$ cat config.mk
export PLATFORM = sky130hd
export DESIGN_NAME = serial_adder_ctrl_flat
export DESIGN_NICKNAME = d
export VERILOG_FILES = /design/src/rtl/serial_adder_pkg.sv /design/src/rtl/serial_adder_ctrl_if.sv /design/src/rtl/full_adder_df.sv /design/src/rtl/serial_adder_ctrl.sv /design/src/flat_wrapper.sv
export SDC_FILE = /design/constraint.sdc
export NUM_CORES = 1
export LEC_CHECK = 0
export CAP_MARGIN = 20
export CORE_MARGIN = 8
export CORE_UTILIZATION = 44
export CTS_CLUSTER_SIZE = 40
export DETAILED_ROUTE_END_ITERATION = 7
export PLACE_DENSITY = 0.7
export REMOVE_ABC_BUFFERS = 1
export SLEW_MARGIN = 20
export SYNTH_ARGS = -nofsm -noshare
export SYNTH_HDL_FRONTEND = slang
export SYNTH_SLANG_ARGS = --single-unit
$ cat constraint.sdc
create_clock -name clk -period 1.45 [get_ports clk]
set_input_delay 0.29 -clock clk [delete_from_list [all_inputs] [get_ports clk]]
set_output_delay 0.29 -clock clk [all_outputs]
set_load 0.02 [all_outputs]
$ cat src/rtl/serial_adder_pkg.sv
// Shared definitions for the bit-serial adder controller: FSM encoding and default width.
package serial_adder_pkg;

  localparam int unsigned DefaultWidth = 8;

  typedef enum logic [1:0] {
    StIdle = 2'd0,
    StRun  = 2'd1,
    StDone = 2'd2
  } state_e;

endpackage

$ cat src/rtl/serial_adder_ctrl_if.sv
// Request/result bundle between a requester (master) and the serial adder (slave).
interface serial_adder_ctrl_if
  import serial_adder_pkg::*;
#(
  parameter int unsigned WIDTH = DefaultWidth
);

  logic             start;
  logic [WIDTH-1:0] a;
  logic [WIDTH-1:0] b;
  logic             cin;
  logic             busy;
  logic             done;
  logic [WIDTH-1:0] sum;
  logic             cout;
  logic             overflow;

  modport master (
    output start, a, b, cin,
    input  busy, done, sum, cout, overflow
  );

  modport slave (
    input  start, a, b, cin,
    output busy, done, sum, cout, overflow
  );

endinterface

$ cat src/rtl/full_adder_df.sv
// Dataflow 1-bit full adder; the shared bit-slice of the serial adder.
module full_adder_df (
  input  logic a_i,
  input  logic b_i,
  input  logic c_i,
  output logic sum_o,
  output logic carry_o
);

  assign sum_o   = a_i ^ b_i ^ c_i;
  assign carry_o = (a_i & b_i) | (c_i & (a_i ^ b_i));

endmodule

$ cat src/rtl/serial_adder_ctrl.sv
// Bit-serial adder: one full adder sequenced LSB-first over WIDTH cycles by a small FSM.
module serial_adder_ctrl
  import serial_adder_pkg::*;
#(
  parameter int unsigned WIDTH = DefaultWidth
) (
  input logic          clk,
  input logic          rst_n,
  serial_adder_ctrl_if.slave bus
);

  localparam int unsigned CntW = $clog2(WIDTH);
  localparam logic [CntW-1:0] LastBit = CntW'(WIDTH - 1);

  state_e           state_q, state_d;
  logic [WIDTH-1:0] a_sh_q, a_sh_d;
  logic [WIDTH-1:0] b_sh_q, b_sh_d;
  logic [WIDTH-1:0] res_sh_q, res_sh_d;
  logic             carry_q, carry_d;
  logic             cmsb_q, cmsb_d;
  logic [CntW-1:0]  cnt_q, cnt_d;
  logic [WIDTH-1:0] sum_q, sum_d;
  logic             cout_q, cout_d;
  logic             ovf_q, ovf_d;

  logic fa_sum, fa_carry;

  full_adder_df u_fa (
    .a_i     (a_sh_q[0]),
    .b_i     (b_sh_q[0]),
    .c_i     (carry_q),
    .sum_o   (fa_sum),
    .carry_o (fa_carry)
  );

  always_comb begin
    state_d  = state_q;
    a_sh_d   = a_sh_q;
    b_sh_d   = b_sh_q;
    res_sh_d = res_sh_q;
    carry_d  = carry_q;
    cmsb_d   = cmsb_q;
    cnt_d    = cnt_q;
    sum_d    = sum_q;
    cout_d   = cout_q;
    ovf_d    = ovf_q;

    unique case (state_q)
      StIdle, StDone: begin
        if (bus.start) begin
          state_d = StRun;
          a_sh_d  = bus.a;
          b_sh_d  = bus.b;
          carry_d = bus.cin;
          cnt_d   = '0;
        end else begin
          state_d = StIdle;
        end
      end
      StRun: begin
        a_sh_d   = a_sh_q >> 1;
        b_sh_d   = b_sh_q >> 1;
        res_sh_d = {fa_sum, res_sh_q[WIDTH-1:1]};
        carry_d  = fa_carry;
        cnt_d    = cnt_q + 1'b1;
        if (cnt_q == LastBit) begin
          // carry_q here is the carry into the MSB
          cmsb_d  = carry_q;
          state_d = StDone;
          sum_d   = res_sh_d;
          cout_d  = fa_carry;
          ovf_d   = cmsb_d ^ fa_carry;
        end
      end
      default: state_d = StIdle;
    endcase
  end

  always_ff @(posedge clk) begin
    if (!rst_n) begin
      state_q  <= StIdle;
      a_sh_q   <= '0;
      b_sh_q   <= '0;
      res_sh_q <= '0;
      carry_q  <= 1'b0;
      cmsb_q   <= 1'b0;
      cnt_q    <= '0;
      sum_q    <= '0;
      cout_q   <= 1'b0;
      ovf_q    <= 1'b0;
    end else begin
      state_q  <= state_d;
      a_sh_q   <= a_sh_d;
      b_sh_q   <= b_sh_d;
      res_sh_q <= res_sh_d;
      carry_q  <= carry_d;
      cmsb_q   <= cmsb_d;
      cnt_q    <= cnt_d;
      sum_q    <= sum_d;
      cout_q   <= cout_d;
      ovf_q    <= ovf_d;
    end
  end

  assign bus.busy     = (state_q == StRun);
  assign bus.done     = (state_q == StDone);
  assign bus.sum      = sum_q;
  assign bus.cout     = cout_q;
  assign bus.overflow = ovf_q;

endmodule

$ cat src/flat_wrapper.sv
// flat-port wrapper written by rule: the top's interface ports become plain ports
module serial_adder_ctrl_flat import serial_adder_pkg::*;
#(
  parameter int unsigned WIDTH = DefaultWidth
)
  (clk, rst_n, bus_start, bus_a, bus_b, bus_cin, bus_busy, bus_done, bus_sum, bus_cout, bus_overflow);
  serial_adder_ctrl_if #(.WIDTH(WIDTH)) bus_i ();
  input logic clk;
  input logic rst_n;
  input wire logic [$bits(bus_i.start)-1:0] bus_start;
  input wire logic [$bits(bus_i.a)-1:0] bus_a;
  input wire logic [$bits(bus_i.b)-1:0] bus_b;
  input wire logic [$bits(bus_i.cin)-1:0] bus_cin;
  output wire logic [$bits(bus_i.busy)-1:0] bus_busy;
  output wire logic [$bits(bus_i.done)-1:0] bus_done;
  output wire logic [$bits(bus_i.sum)-1:0] bus_sum;
  output wire logic [$bits(bus_i.cout)-1:0] bus_cout;
  output wire logic [$bits(bus_i.overflow)-1:0] bus_overflow;
  assign bus_i.start = bus_start;
  assign bus_i.a = bus_a;
  assign bus_i.b = bus_b;
  assign bus_i.cin = bus_cin;
  assign bus_busy = bus_i.busy;
  assign bus_done = bus_i.done;
  assign bus_sum = bus_i.sum;
  assign bus_cout = bus_i.cout;
  assign bus_overflow = bus_i.overflow;
  serial_adder_ctrl #(.WIDTH(WIDTH)) u_core (.clk(clk), .rst_n(rst_n), .bus(bus_i));
endmodule
Yosys cells after proc, flatten, opt, wreduce, memory -nomap -nowiden
Index checks and enable logic that the tools add are counted.
{"block": "word_totals", "ff_bits": 40, "latch_bits": 0, "ram_bits": 0, "rom_bits": 0, "input_bits": 20, "out_inout_bits": 12, "word_cells": 37, "mem_count": 0}
{"block": "op_classes", "add_sub_neg": 1, "n_mul": 0, "n_div": 0, "n_lt_le_gt_ge": 0, "eq_ne": 5, "shifts": 0, "muxes": 11, "n_bitwise": 6, "n_reduce_logical": 5}
{"cell": "$pmux W8 S2", "n": 2}
{"cell": "$mux W8", "n": 2}
{"cell": "$pmux W3 S2", "n": 1}
{"cell": "$pmux W2 S2", "n": 1}
{"cell": "$reduce_and A2 Y1", "n": 2}
{"cell": "$add A3 B1 Y3 const B", "n": 1}
{"cell": "$eq A3 B3 Y1 const B", "n": 1}
{"cell": "$mux W3", "n": 1}
{"cell": "$xor A1 B1 Y1", "n": 3}
{"cell": "$and A1 B1 Y1", "n": 2}
{"cell": "$eq A2 B1 Y1 const B", "n": 1}
{"cell": "$eq A2 B2 Y1 const B", "n": 1}
{"cell": "$logic_not A2 Y1", "n": 1}
{"cell": "$mux W1", "n": 2}
{"cell": "$mux W2", "n": 1}
{"cell": "$ne A2 B1 Y1 const B", "n": 1}
{"cell": "$ne A2 B2 Y1 const B", "n": 1}
{"cell": "$pmux W1 S2", "n": 1}
{"cell": "$reduce_bool A2 Y1", "n": 1}
{"cell": "$reduce_or A2 Y1", "n": 1}
{"cell": "$or A1 B1 Y1", "n": 1}

Depth between registers and ports, before layout
Gate-level depths: netlist (run 1).
{"block": "logic_depth", "depth_word": 4, "depth_mapped": 6, "ltp_nobuf": 5}

Modules after synthesis
Synthesis (run 1) repeated with hierarchy kept, for this count alone.
{"block": "unflattened", "hier_cells": 192, "hier_area_um2": 1610.3}
{"module": "serial_adder_ctrl", "n_inst": 1, "cells_per_inst": 191, "area_each_um2": 1590.3, "seq_area_each_um2": 780.7}
{"module": "full_adder_df", "n_inst": 1, "cells_per_inst": 1, "area_each_um2": 20.0, "seq_area_each_um2": 0.0}

Worst setup path after synthesis (run 1)
Ideal clock, no wire load.
{"block": "synth_timing", "kind": "reg2reg", "start": "register u_core.cnt_q[0]", "end": "register u_core.ovf_q, in the netlist u_core.bus.overflow", "setup_ns": 0.116, "t_arrival_ns": 1.201, "required_ns": 1.334, "path_slack_ns": 0.133, "stages_incl_launch_ff": 6, "n_path_buf": 1, "synth_period_minus_slack_ns": 1.317, "cell_sequence": "dfxtp_1 > ha_1 > ha_1 > and3b_1 > buf_4 > o211a_1"}
{"block": "synth_between", "elab_chain_cells": 2}
{"item": "start: declaration", "line_no": "serial_adder_ctrl.sv:21", "rtl": "logic [CntW-1:0] cnt_q, cnt_d;"}
{"item": "start signal: assignment", "line_no": "serial_adder_ctrl.sv:98", "rtl": "cnt_q <= cnt_d;"}
{"item": "$eq A3 B3 Y1", "line_no": "serial_adder_ctrl.sv:66", "rtl": "if (cnt_q == LastBit) begin"}
{"item": "$reduce_and A2 Y1 (no line)"}
{"item": "end signal: assignment", "line_no": "serial_adder_ctrl.sv:101", "rtl": "ovf_q <= ovf_d;"}
{"item": "end: declaration", "line_no": "serial_adder_ctrl.sv:24", "rtl": "logic ovf_q, ovf_d;"}
Every way passes these cells.
A chain may end at the register's enable or synchronous reset.

Worst setup path after layout (run 1)
{"block": "layout_timing", "start": "register u_core.state_q[1]", "end": "output port bus_busy"}
{"block": "layout_between", "elab_chain_cells": 1}
{"item": "start: declaration", "line_no": "serial_adder_ctrl.sv:15", "rtl": "state_e state_q, state_d;"}
{"item": "start signal: assignment", "line_no": "serial_adder_ctrl.sv:81", "rtl": "state_q <= StIdle;"}
{"item": "start signal: assignment", "line_no": "serial_adder_ctrl.sv:92", "rtl": "state_q <= state_d;"}
{"item": "$eq A2 B1 Y1", "line_no": "serial_adder_ctrl.sv:105", "rtl": "assign bus.busy = (state_q == StRun);"}
{"item": "end: declaration", "line_no": "flat_wrapper.sv:14", "rtl": "output wire logic [$bits(bus_i.busy)-1:0] bus_busy;"}
Every way passes these cells.

==> metrics.md, run 1 <==
| Metric | Value |
|---|---|
| RSZ-0062 raised after global routing | false |
| Clock Latency Late Sink | 0.29 ns |
| Mapped Cells | 192 |
| RR Endpoint | u_core.bus.overflow |
| Initial antenna violation count | 0 |
| Die H | 77.2 um |
| Worst-path cell chain | nand2b_4, clkinv_2, clkdlybuf4s15_2 |
| First-pass GRT wire length | 5730 um |
| Critical path launch point | u_core.state_q[1] |
| Power Dens Cells | 1170 mW/mm^2 |
| Initial Util | 45.4% |
| Commonest non-fill, non-tap cell in the layout | nand2_1 |
| Wire length per cell | 11.7 um |
| Layout overhead on the synthesized area | 28.6% |
| TritonCTS clock tree | built |
| Layout cells sized above 1 | 13.3% |
| Buf/Inv on CP | 2 |
| Required @ worst endpoint | 1.16 ns |
| R2R Setup Slk | 0.10 ns |
| Fin. max-slew vios | 0 |
| #FFs+latches synth | 39 |
| Grt total ovfl | 0 |
| I/O Pins | 32 |
| Root Driver | clkbuf_8 |
| Final nets | 247 |
| GPL Wtd Cong | 0.742 |
| Vias per cell | 4.96 |
| Slew @ Worst Pin | 0.385 ns |
| Max_cap viols | 0 |
| Worst Slack Setup Final | 0.0733 ns |
| Routed WL | 3200 um |
| Max incr delay on CP | 0.36 ns |
| Mapped cell area | 0.00165 mm^2 |
| Crit path capture | bus_busy |
| Final Cycle Share | 94.9% |
| Total CTS buffers | 5 |
| Post-DP HPWL | 2110 um |
| Core area | 0.00363 mm^2 |
| CP arrival | 1.09 ns |
| Tmin final | 1.38 ns |
| Synthesized area per cell | 8.60 um^2 |
| Final core utilization | 58.4% |
| Crit path capture type | primary output |
| CP Launch Type | flop |
| CTS max path bufs | 2 |
| Worst Path Max Fanout | 4 |
| CTS hold repair buffers | 0 |
| DRC | 0 |
| DR vias | 1353 |
| VDD IR max | 0.667 mV |
| Pre-CTS worst setup slack | -0.0204 ns |
| Placed cell count | 264 |
| Yosys cell types | 26 |
| Setup TNS | 0 ns |
| Die X-Extent | 77.2 um |
| Setup Crit Path Kind | reg2out |
| Largest net degree at the start of global routing | 45 |
| Slowest cell on the critical path | dfxtp_1 |
| Static Leak | 0.827 nW |
| # rows | 22 |
| Worst R2R Start | u_core.cnt_q[0] |
| Most frequent cells in the layout | nand2_1, dfxtp_1, clkdlybuf4s50_1 |
| GR Util All Layers | 11.6% |
| DRT Pass-1 Iters | 4 |
| Outcome | complete, no violations |
| Sinks on Clock Net | 39 |
| Cell family with most CP delay | flip-flops |
| Final Setup Violations | 0 |
| Antenna Cells | 0 |
| CTS clock-pin slew for the worst setup and hold paths | 0.08 ns |
| DIE AREA | 0.00597 mm^2 |
| Max Fclk | 726 MHz |
| Final Hold Fails | 0 |
| Drt first-iter violations | 77 |
| H-tree Lvls | 2 |
| Fin Clk Skew | 0.00618 ns |
| Max_slew headroom | 74.3% |
| Synth Warn # | 0 |
| Vias in the first global route | 1305 |
| Post-DRT Antenna Nets | 0 |
| Seq/Total Area, Yosys | 47.3% |
| Worst min path class | reg2reg |
| PortBufs | 31 |
| WP depth | 3 |
| R2R depth | 4 |
| Final std cells w/o fill | 273 |
## through the flow
| stage | instance area (um^2) | hold WS (ns) | total power [mW] |
|---|---|---|---|
| after floorplan | 1550 | 0.408 | 1.31 |
| after detailed placement | 1990 | 0.458 | 1.44 |
| after CTS | 2110 | 0.466 | 2.51 |
| final | 2120 | 0.461 | 2.48 |
| after global routing | 2120 | 0.476 | 2.60 |
| after global placement | 1990 | 0.453 | 1.44 |
## flip-flops by register name, summed over array words and instances, names as in the netlist
register,cells
u_core.bus.overflow,1
u_core.carry_q,1
u_core.bus.sum,8
u_core.bus.cout,1
u_core.a_sh_q,8
u_core.state_q,2
u_core.res_sh_q,7
u_core.b_sh_q,8
u_core.cnt_q,3
## area by class of cell
class / count / area [um^2]
inverters: 1 / 5.00
repair buffers: 39 / 367
clock inverters: 2 / 60.1
multi-input cells: 138 / 777
well taps: 48 / 60.1
flip-flops and latches: 39 / 781
fillers: 353 / 1510
clock buffers: 6 / 72.6
## layer usage
| metal | up-vias | part of all wire (%) | GRT usage, % |
|---|---|---|---|
| met1 | 607 | 48 | 13.3 |
| met2 | 36 | 44 | 18.2 |
| li1 | 705 | - | - |
| met3 | 5 | 6.5 | 5.24 |
| met5 | - | 0 | 0 |
| met4 | 0 | 1.6 | 4.91 |
## cells in the mapped netlist
master,instances,share of area [%]
nand3_1,4,1.2
xnor2_1,1,0.53
clkbuf_1,4,0.91
and3_1,1,0.38
a21boi_1,2,0.91
fa_1,1,1.2
a21boi_2,10,6.8
buf_2,2,0.61
buf_6,3,2.0
dfxtp_1,39,47
o211a_1,1,0.61
a21boi_0,8,3.6
a31oi_1,15,5.7
clkinv_2,1,0.30
o21ai_1,1,0.30
nand3b_1,1,0.46
and3b_1,1,0.53
nor2_1,1,0.23
buf_4,5,2.3
o21ai_0,15,4.5
and2_1,2,0.76
nand2b_1,2,0.76
o21a_1,1,0.46
ha_1,2,1.5
nor2b_1,2,0.76
nand2_1,67,15
## worst min-delay path by stage
stage,startpoint,end,slack (ns),cells after the start
2_1_floorplan,rst_n,u_core.cnt_q[0],0.41,1
3_3_place_gp,u_core.b_sh_q[7],u_core.b_sh_q[7],0.45,2
3_5_place_dp,u_core.bus.sum[1],u_core.bus.sum[1],0.46,2
4_1_cts,u_core.bus.sum[1],u_core.bus.sum[1],0.47,2
5_1_grt,u_core.b_sh_q[7],u_core.b_sh_q[7],0.48,2
6_report,u_core.bus.sum[5],u_core.bus.sum[5],0.46,2
## cells by family after synthesis
logic type | after synthesis | synth area share (%)
compound gates | 53 | 23.0
flops | 39 | 47.3
buf+inv | 15 | 6.14
xor+xnor | 1 | 0.531
simple gates | 81 | 20.3
fa+ha+maj | 3 | 2.73
## worst reg2reg max path: stages (launching register included)
cell,delay (ns)
dfxtp_1,0.33
ha_1,0.20
ha_1,0.20
and3b_2,0.29
o211a_1,0.22
## report_power, final
part / switching (mW) / internal (mW)
clock network: 0.370 / 0.688
registers: 0.0307 / 1.12
logic: 0.132 / 0.135
total: 0.533 / 1.95
## repair_timing
| action | 4_1_cts | 5_1_grt |
|---|---|---|
| gates resized for setup | 15 | 3 |
| cloned | 0 | 0 |
| hold endpoints to repair | 0 | 0 |
| endpoints found under the setup margin | 17 | 11 |
| setup buffers | 0 | 1 |
| pin swaps | 0 | 1 |
Power figures use the tool's default switching activity.
==> inputs of run 2 (changes only) <==
Settings changed: ABC_CLOCK_PERIOD_IN_PS set to 1450, RECOVER_POWER set to 25.
==> metrics.md, run 2 (synthesized netlist as in run 1, its figures left out) <==
| Metric | Value |
|---|---|
| Antenna Cells | 0 (unchanged) |
| Vias per cell | 4.99 (+0.67%) |
| Post-DP HPWL | 2110 um (unchanged) |
| Max Fclk | 727 MHz (+0.10%) |
| Routed WL | 3200 um (+0.22%) |
| # rows | 22 (unchanged) |
| Max incr delay on CP | 0.36 ns (about the same) |
| Worst min path class | reg2reg |
| Crit path capture type | primary output |
| Die H | 77.2 um (unchanged) |
| Worst-path cell chain | nand2b_4, clkinv_2, clkdlybuf4s15_2 |
| Combinational Power Share | 10.7% (about the same) |
| H-tree Lvls | 2 (unchanged) |
| Slew @ Worst Pin | 0.410 ns (+0.0251 ns) |
| Tmin final | 1.38 ns (-0.00141 ns) |
| Flop pwr share | 46.6% (about the same) |
| Worst Path Max Fanout | 4 (unchanged) |
| RSZ-0062 raised after global routing | false |
| Final Cycle Share | 94.8% (-0.098 points) |
| Initial antenna violation count | 0 (unchanged) |
| Die X-Extent | 77.2 um (unchanged) |
| First-pass GRT wire length | 5730 um (unchanged) |
| Sw Share | 21.5% (about the same) |
| Buf/Inv on CP | 2 (unchanged) |
| CP arrival | 1.09 ns (about the same) |
| Critical path launch point | u_core.state_q[1] |
| Sinks on Clock Net | 39 (unchanged) |
| Clock Latency Late Sink | 0.29 ns (about the same) |
| Worst R2R Start | u_core.cnt_q[0] |
| Final std cells w/o fill | 273 (unchanged) |
| R2R depth | 4 (unchanged) |
| Drt first-iter violations | 78 (+1.3%) |
| Final non-filler cell area | 0.00212 mm^2 (unchanged) |
| DRC | 0 (unchanged) |
| CTS max path bufs | 2 (unchanged) |
| Wire length per cell | 11.7 um (+0.22%) |
| Post-DRT Antenna Nets | 0 (unchanged) |
| Outcome | complete, no violations |
| R2R Setup Slk | 0.10 ns (about the same) |
| Core area | 0.00363 mm^2 (unchanged) |
| Placed cell count | 264 (unchanged) |
| Setup Crit Path Kind | reg2out |
| NetSw | 0.534 mW (about the same) |
| Clock Power Share | 42.7% (about the same) |
| Final hold slack | 0.461 ns (-0.0000210 ns) |
| Fillers | 353 (unchanged) |
| TritonCTS clock tree | built |
| DRT Pass-1 Iters | 4 (unchanged) |
| Power Dens Cells | 1170 mW/mm^2 (about the same) |
| Total CTS buffers | 5 (unchanged) |
| RR Endpoint | u_core.bus.overflow |
| Fin Clk Skew | 0.00620 ns (+0.0000140 ns) |
| Final nets | 247 (unchanged) |
| GPL Wtd Cong | 0.742 (unchanged) |
| Root Driver | clkbuf_8 |
| Required @ worst endpoint | 1.16 ns (about the same) |
| Max_cap viols | 0 (unchanged) |
| PortBufs | 31 (unchanged) |
| Layout cells sized above 1 | 13.3% (unchanged) |
| Final Setup Violations | 0 (unchanged) |
| Placed inst area | 0.00199 mm^2 (unchanged) |
| Fin. max-slew vios | 0 (unchanged) |
| Static Leak | 0.826 nW (about the same) |
| Cell family with most CP delay | flip-flops |
| DR vias | 1362 (+0.67%) |
| WP depth | 3 (unchanged) |
| Commonest non-fill, non-tap cell in the layout | nand2_1 |
| Grt total ovfl | 0 (unchanged) |
| Internal Power | 1.95 mW (about the same) |
| Layout overhead on the synthesized area | 28.6% (unchanged) |
| DIE AREA | 0.00597 mm^2 (unchanged) |
| Final Hold Fails | 0 (unchanged) |
| VDD IR max | 0.667 mV (about the same) |
| I/O Pins | 32 (unchanged) |
| Most frequent cells in the layout | nand2_1, dfxtp_1, clkdlybuf4s50_1 |
| Crit path capture | bus_busy |
| Slowest cell on the critical path | dfxtp_1 |
| Vias in the first global route | 1305 (unchanged) |
| Initial Util | 45.4% (unchanged) |
| CP Launch Type | flop |
| CTS clock-pin slew for the worst setup and hold paths | 0.08 ns (about the same) |
| GR Util All Layers | 11.6% (unchanged) |
| Setup TNS | 0 ns (unchanged) |
| Largest net degree at the start of global routing | 45 (unchanged) |
| Max_slew headroom | 72.6% (-1.7 points) |
## run 2: changes by cell type in the layout (fill, tap and decap cells not counted), sizes merged
cell | before | now
clkbuf | 7 | 8
buf | 8 | 7
## run 2: repair_timing
action | in CTS | in global routing
pin swaps | 0 | 1
cloned | 0 | 0
hold buffers | 0 | 0
setup endpoints to repair | 17 | 11
setup buffers | 0 | 1
gates resized for setup | 15 | 3
## run 2: per-layer routing
metal | routed length [um] | vias up | global-route usage, % | part of all wire, %
li1 | - | 705 | - | -
met1 | 1540 | 617 | 13.3 | 48
met2 | 1410 | 35 | 18.2 | 44
met3 | 201 | 5 | 5.24 | 6.3
met4 | 50 | 0 | 4.91 | 1.6
met5 | 0 | - | 0 | 0
## run 2: worst min path at each step
stage	start	endpoint	slack, ns	cells past startpoint
after global routing	u_core.a_sh_q[2]	u_core.a_sh_q[2]	0.48	2
after CTS	u_core.bus.sum[1]	u_core.bus.sum[1]	0.47	2
after floorplan	rst_n	u_core.cnt_q[0]	0.41	1
after detailed placement	u_core.bus.sum[1]	u_core.bus.sum[1]	0.46	2
after global placement	u_core.b_sh_q[7]	u_core.b_sh_q[7]	0.45	2
final	u_core.bus.sum[5]	u_core.bus.sum[5]	0.46	2
## run 2: through the flow
stage	utilization, %	power (mW)	setup slack [ns]
after floorplan	-	1.31	-0.399
after global placement	54.8	1.44	0.0348
after detailed placement	54.8	1.44	-0.0204
after CTS	58.1	2.51	0.00293
after global routing	58.4	2.60	0.0129
final	58.4	2.48	0.0747
## run 2: power by group through the flow
| stage | Sequential (mW) | Clock (mW) | Combinational (mW) |
|---|---|---|---|
| finish | 1.16 | 1.06 | 0.266 |
| global route | 1.16 | 1.13 | 0.300 |
| CTS | 1.15 | 1.09 | 0.268 |
| detailed placement | 1.18 | 0 | 0.267 |
| global placement | 1.18 | 0 | 0.267 |
| floorplan | 1.17 | 0 | 0.141 |
## run 2: worst reg2reg max path, stage by stage (launching register included)
cell	delay, ns
dfxtp_1	0.33
ha_1	0.20
ha_1	0.20
and3b_2	0.29
o211a_1	0.22
## run 2: layout make-up
cell class,count,area (um^2),share of cell area [%]
Timing Repair Buffer,39,367,17.3
Tap cell,48,60.1,2.83
Clock buffer,6,72.6,3.42
Clock inverter,2,60.1,2.83
Sequential cell,39,781,36.8
Inverter,1,5.00,0.236
Multi-Input combinational cell,138,777,36.6
==> inputs of run 3 (changes only) <==
Settings changed: PLACE_DENSITY 0.7 to not set, PLACE_DENSITY_LB_ADDON set to 0.12.
==> metrics.md, run 3 (synthesized netlist as in run 1, its figures left out) <==
| Metric | Value |
|---|---|
| Power, Total | 2.12 mW (-14%) |
| Worst Slack Setup Final | 0.0821 ns (+0.00732 ns) |
| Setup Crit Path Kind | reg2out |
| Final nets | 245 (-0.81%) |
| PortBufs | 31 (unchanged) |
| Worst min path class | reg2reg |
| Fin Clk Skew | 0.00627 ns (+0.0000762 ns) |
| Layout overhead on the synthesized area | 25.6% |
| DRC | 0 (unchanged) |
| Setup TNS | 0 ns (unchanged) |
| TritonCTS clock tree | built |
| Storage element area | 783 um^2 (+0.32%) |
| Fillers | 366 (+3.7%) |
| Required @ worst endpoint | 1.16 ns (about the same) |
| Drt first-iter violations | 66 (-15%) |
| H-tree Lvls | 2 (unchanged) |
| Grt total ovfl | 0 (unchanged) |
| First-pass GRT wire length | 5960 um (+4.0%) |
| Post-DP HPWL | 2300 um (+9.1%) |
| Routed WL | 3340 um (+4.3%) |
| RSZ-0062 raised after global routing | true |
| Core area | 0.00363 mm^2 (unchanged) |
| Antenna Cells | 0 (unchanged) |
| Fin. max-slew vios | 0 (unchanged) |
| Wire length per cell | 12.3 um (+5.1%) |
| GR Util All Layers | 12.1% (+0.55 points) |
| Slowest cell on the critical path | dfxtp_1 |
| Cell family with most CP delay | flip-flops |
| Placed cell count | 262 (-0.76%) |
| Clock Latency Late Sink | 0.29 ns (about the same) |
| Layout cells sized above 1 | 13.5% (+0.12 points) |
| Outcome | complete, no violations |
| DRT Pass-1 Iters | 3 (-1) |
| Pre-CTS worst setup slack | -0.0456 ns (-0.0252 ns) |
| Max_slew headroom | 72.1% (-0.52 points) |
| CTS max path bufs | 2 (unchanged) |
| Total CTS buffers | 5 (unchanged) |
| Static Leak | 0.795 nW (-3.7%) |
| Most frequent cells in the layout | nand2_1, dfxtp_1, clkdlybuf4s50_1 |
| CTS clock-pin slew for the worst setup and hold paths | 0.08 ns (about the same) |
| Largest net degree at the start of global routing | 45 (unchanged) |
| Initial Util | 45.4% (unchanged) |
| Slew @ Worst Pin | 0.418 ns (+0.00783 ns) |
| Buf/Inv on CP | 2 (unchanged) |
| CP arrival | 1.08 ns (about the same) |
| Final Cycle Share | 94.3% (-0.50 points) |
| # rows | 22 (unchanged) |
| CP Launch Type | flop |
| DR vias | 1350 (-0.88%) |
| Final std cells w/o fill | 271 (-0.73%) |
| Final Setup Violations | 0 (unchanged) |
| Commonest non-fill, non-tap cell in the layout | nand2_1 |
| GPL Wtd Cong | 0.713 (-3.9%) |
| Root Driver | clkbuf_8 |
| Power Dens Cells | 1020 mW/mm^2 (-12%) |
| VDD IR max | 0.582 mV (-13%) |
| Multi-input gate area | 776 um^2 (-0.16%) |
| CTS hold repair buffers | 0 (unchanged) |
| Max_cap viols | 0 (unchanged) |
| Max Fclk | 731 MHz (+0.53%) |
| Max incr delay on CP | 0.36 ns (about the same) |
| DIE AREA | 0.00597 mm^2 (unchanged) |
| Worst Path Max Fanout | 4 (unchanged) |
| Die X-Extent | 77.2 um (unchanged) |
| Vias per cell | 4.98 (-0.15%) |
| Tmin final | 1.37 ns (-0.00732 ns) |
| Final Hold Fails | 0 (unchanged) |
| Crit path capture type | primary output |
| Die H | 77.2 um (unchanged) |
| Post-DRT Antenna Nets | 0 (unchanged) |
| I/O Pins | 32 (unchanged) |
| Initial antenna violation count | 0 (unchanged) |
| Vias in the first global route | 1396 (+7.0%) |
| Worst-path cell chain | nand2b_4, clkinv_2, clkdlybuf4s15_2 |
| Sinks on Clock Net | 39 (unchanged) |
-- run 3: changes by cell type in the layout (fill, tap and decap cells not counted), sizes merged --
cell	change
clkinv	+1
bufinv	-2
clkinvlp	+1
buf	-2
-- run 3: worst paths after layout --
check	from	end	slack, ns	cells past startpoint
hold / removal	u_core.bus.sum[0]	u_core.bus.sum[0]	0.46	2
setup / recovery	u_core.state_q[1]	bus_busy	0.08	3
setup reg to reg	u_core.cnt_q[0]	u_core.bus.overflow	0.12	4
hold reg to reg	u_core.bus.sum[0]	u_core.bus.sum[0]	0.46	2
-- run 3: report_power, final --
part / leakage [nW] / internal [mW] / switching (mW) / total (mW)
Combinational: 0.435 / 0.134 / 0.131 / 0.264
Clock: 0.0412 / 0.336 / 0.365 / 0.701
Sequential: 0.319 / 1.13 / 0.0321 / 1.16
Total: 0.795 / 1.59 / 0.527 / 2.12
-- run 3: area by class of cell --
cell class / instances / share of cell area, %
Inverter: 1 / 0.241
Tap cell: 48 / 2.90
Sequential cell: 39 / 37.8
Clock buffer: 6 / 3.50
Timing Repair Buffer: 37 / 17.6
Clock inverter: 2 / 0.603
Multi-Input combinational cell: 138 / 37.4
-- run 3: repair_timing --
item / CTS / global route
resized for setup: 15 / 7
buffers inserted: 0 / 1
endpoints found under the setup margin: 22 / 12
-- run 3: metrics by stage --
stage / area (um^2) / utilization [%] / hold WS [ns]
2_1_floorplan: 1550 / - / 0.408
4_1_cts: 2060 / 56.7 / 0.464
3_5_place_dp: 1990 / 54.7 / 0.455
3_3_place_gp: 1990 / 54.7 / 0.450
5_1_grt: 2070 / 57.1 / 0.475
6_report: 2070 / 57.1 / 0.459
-- run 3: metal layers --
metal  track usage, %  wire length, um  share of wire, %
met5                0                0                 0
met1             11.9             1470                44
met3             5.01              184               5.5
met4             5.09               57               1.7
met2             21.9             1630                49
-- run 3: worst reg2reg max path, delay by kind of cell (launching register included) --
family / cells / cell delay (ns)
compound gates: 1 / 0.23
fa+ha+maj: 2 / 0.39
flops: 1 / 0.33
simple gates: 1 / 0.28
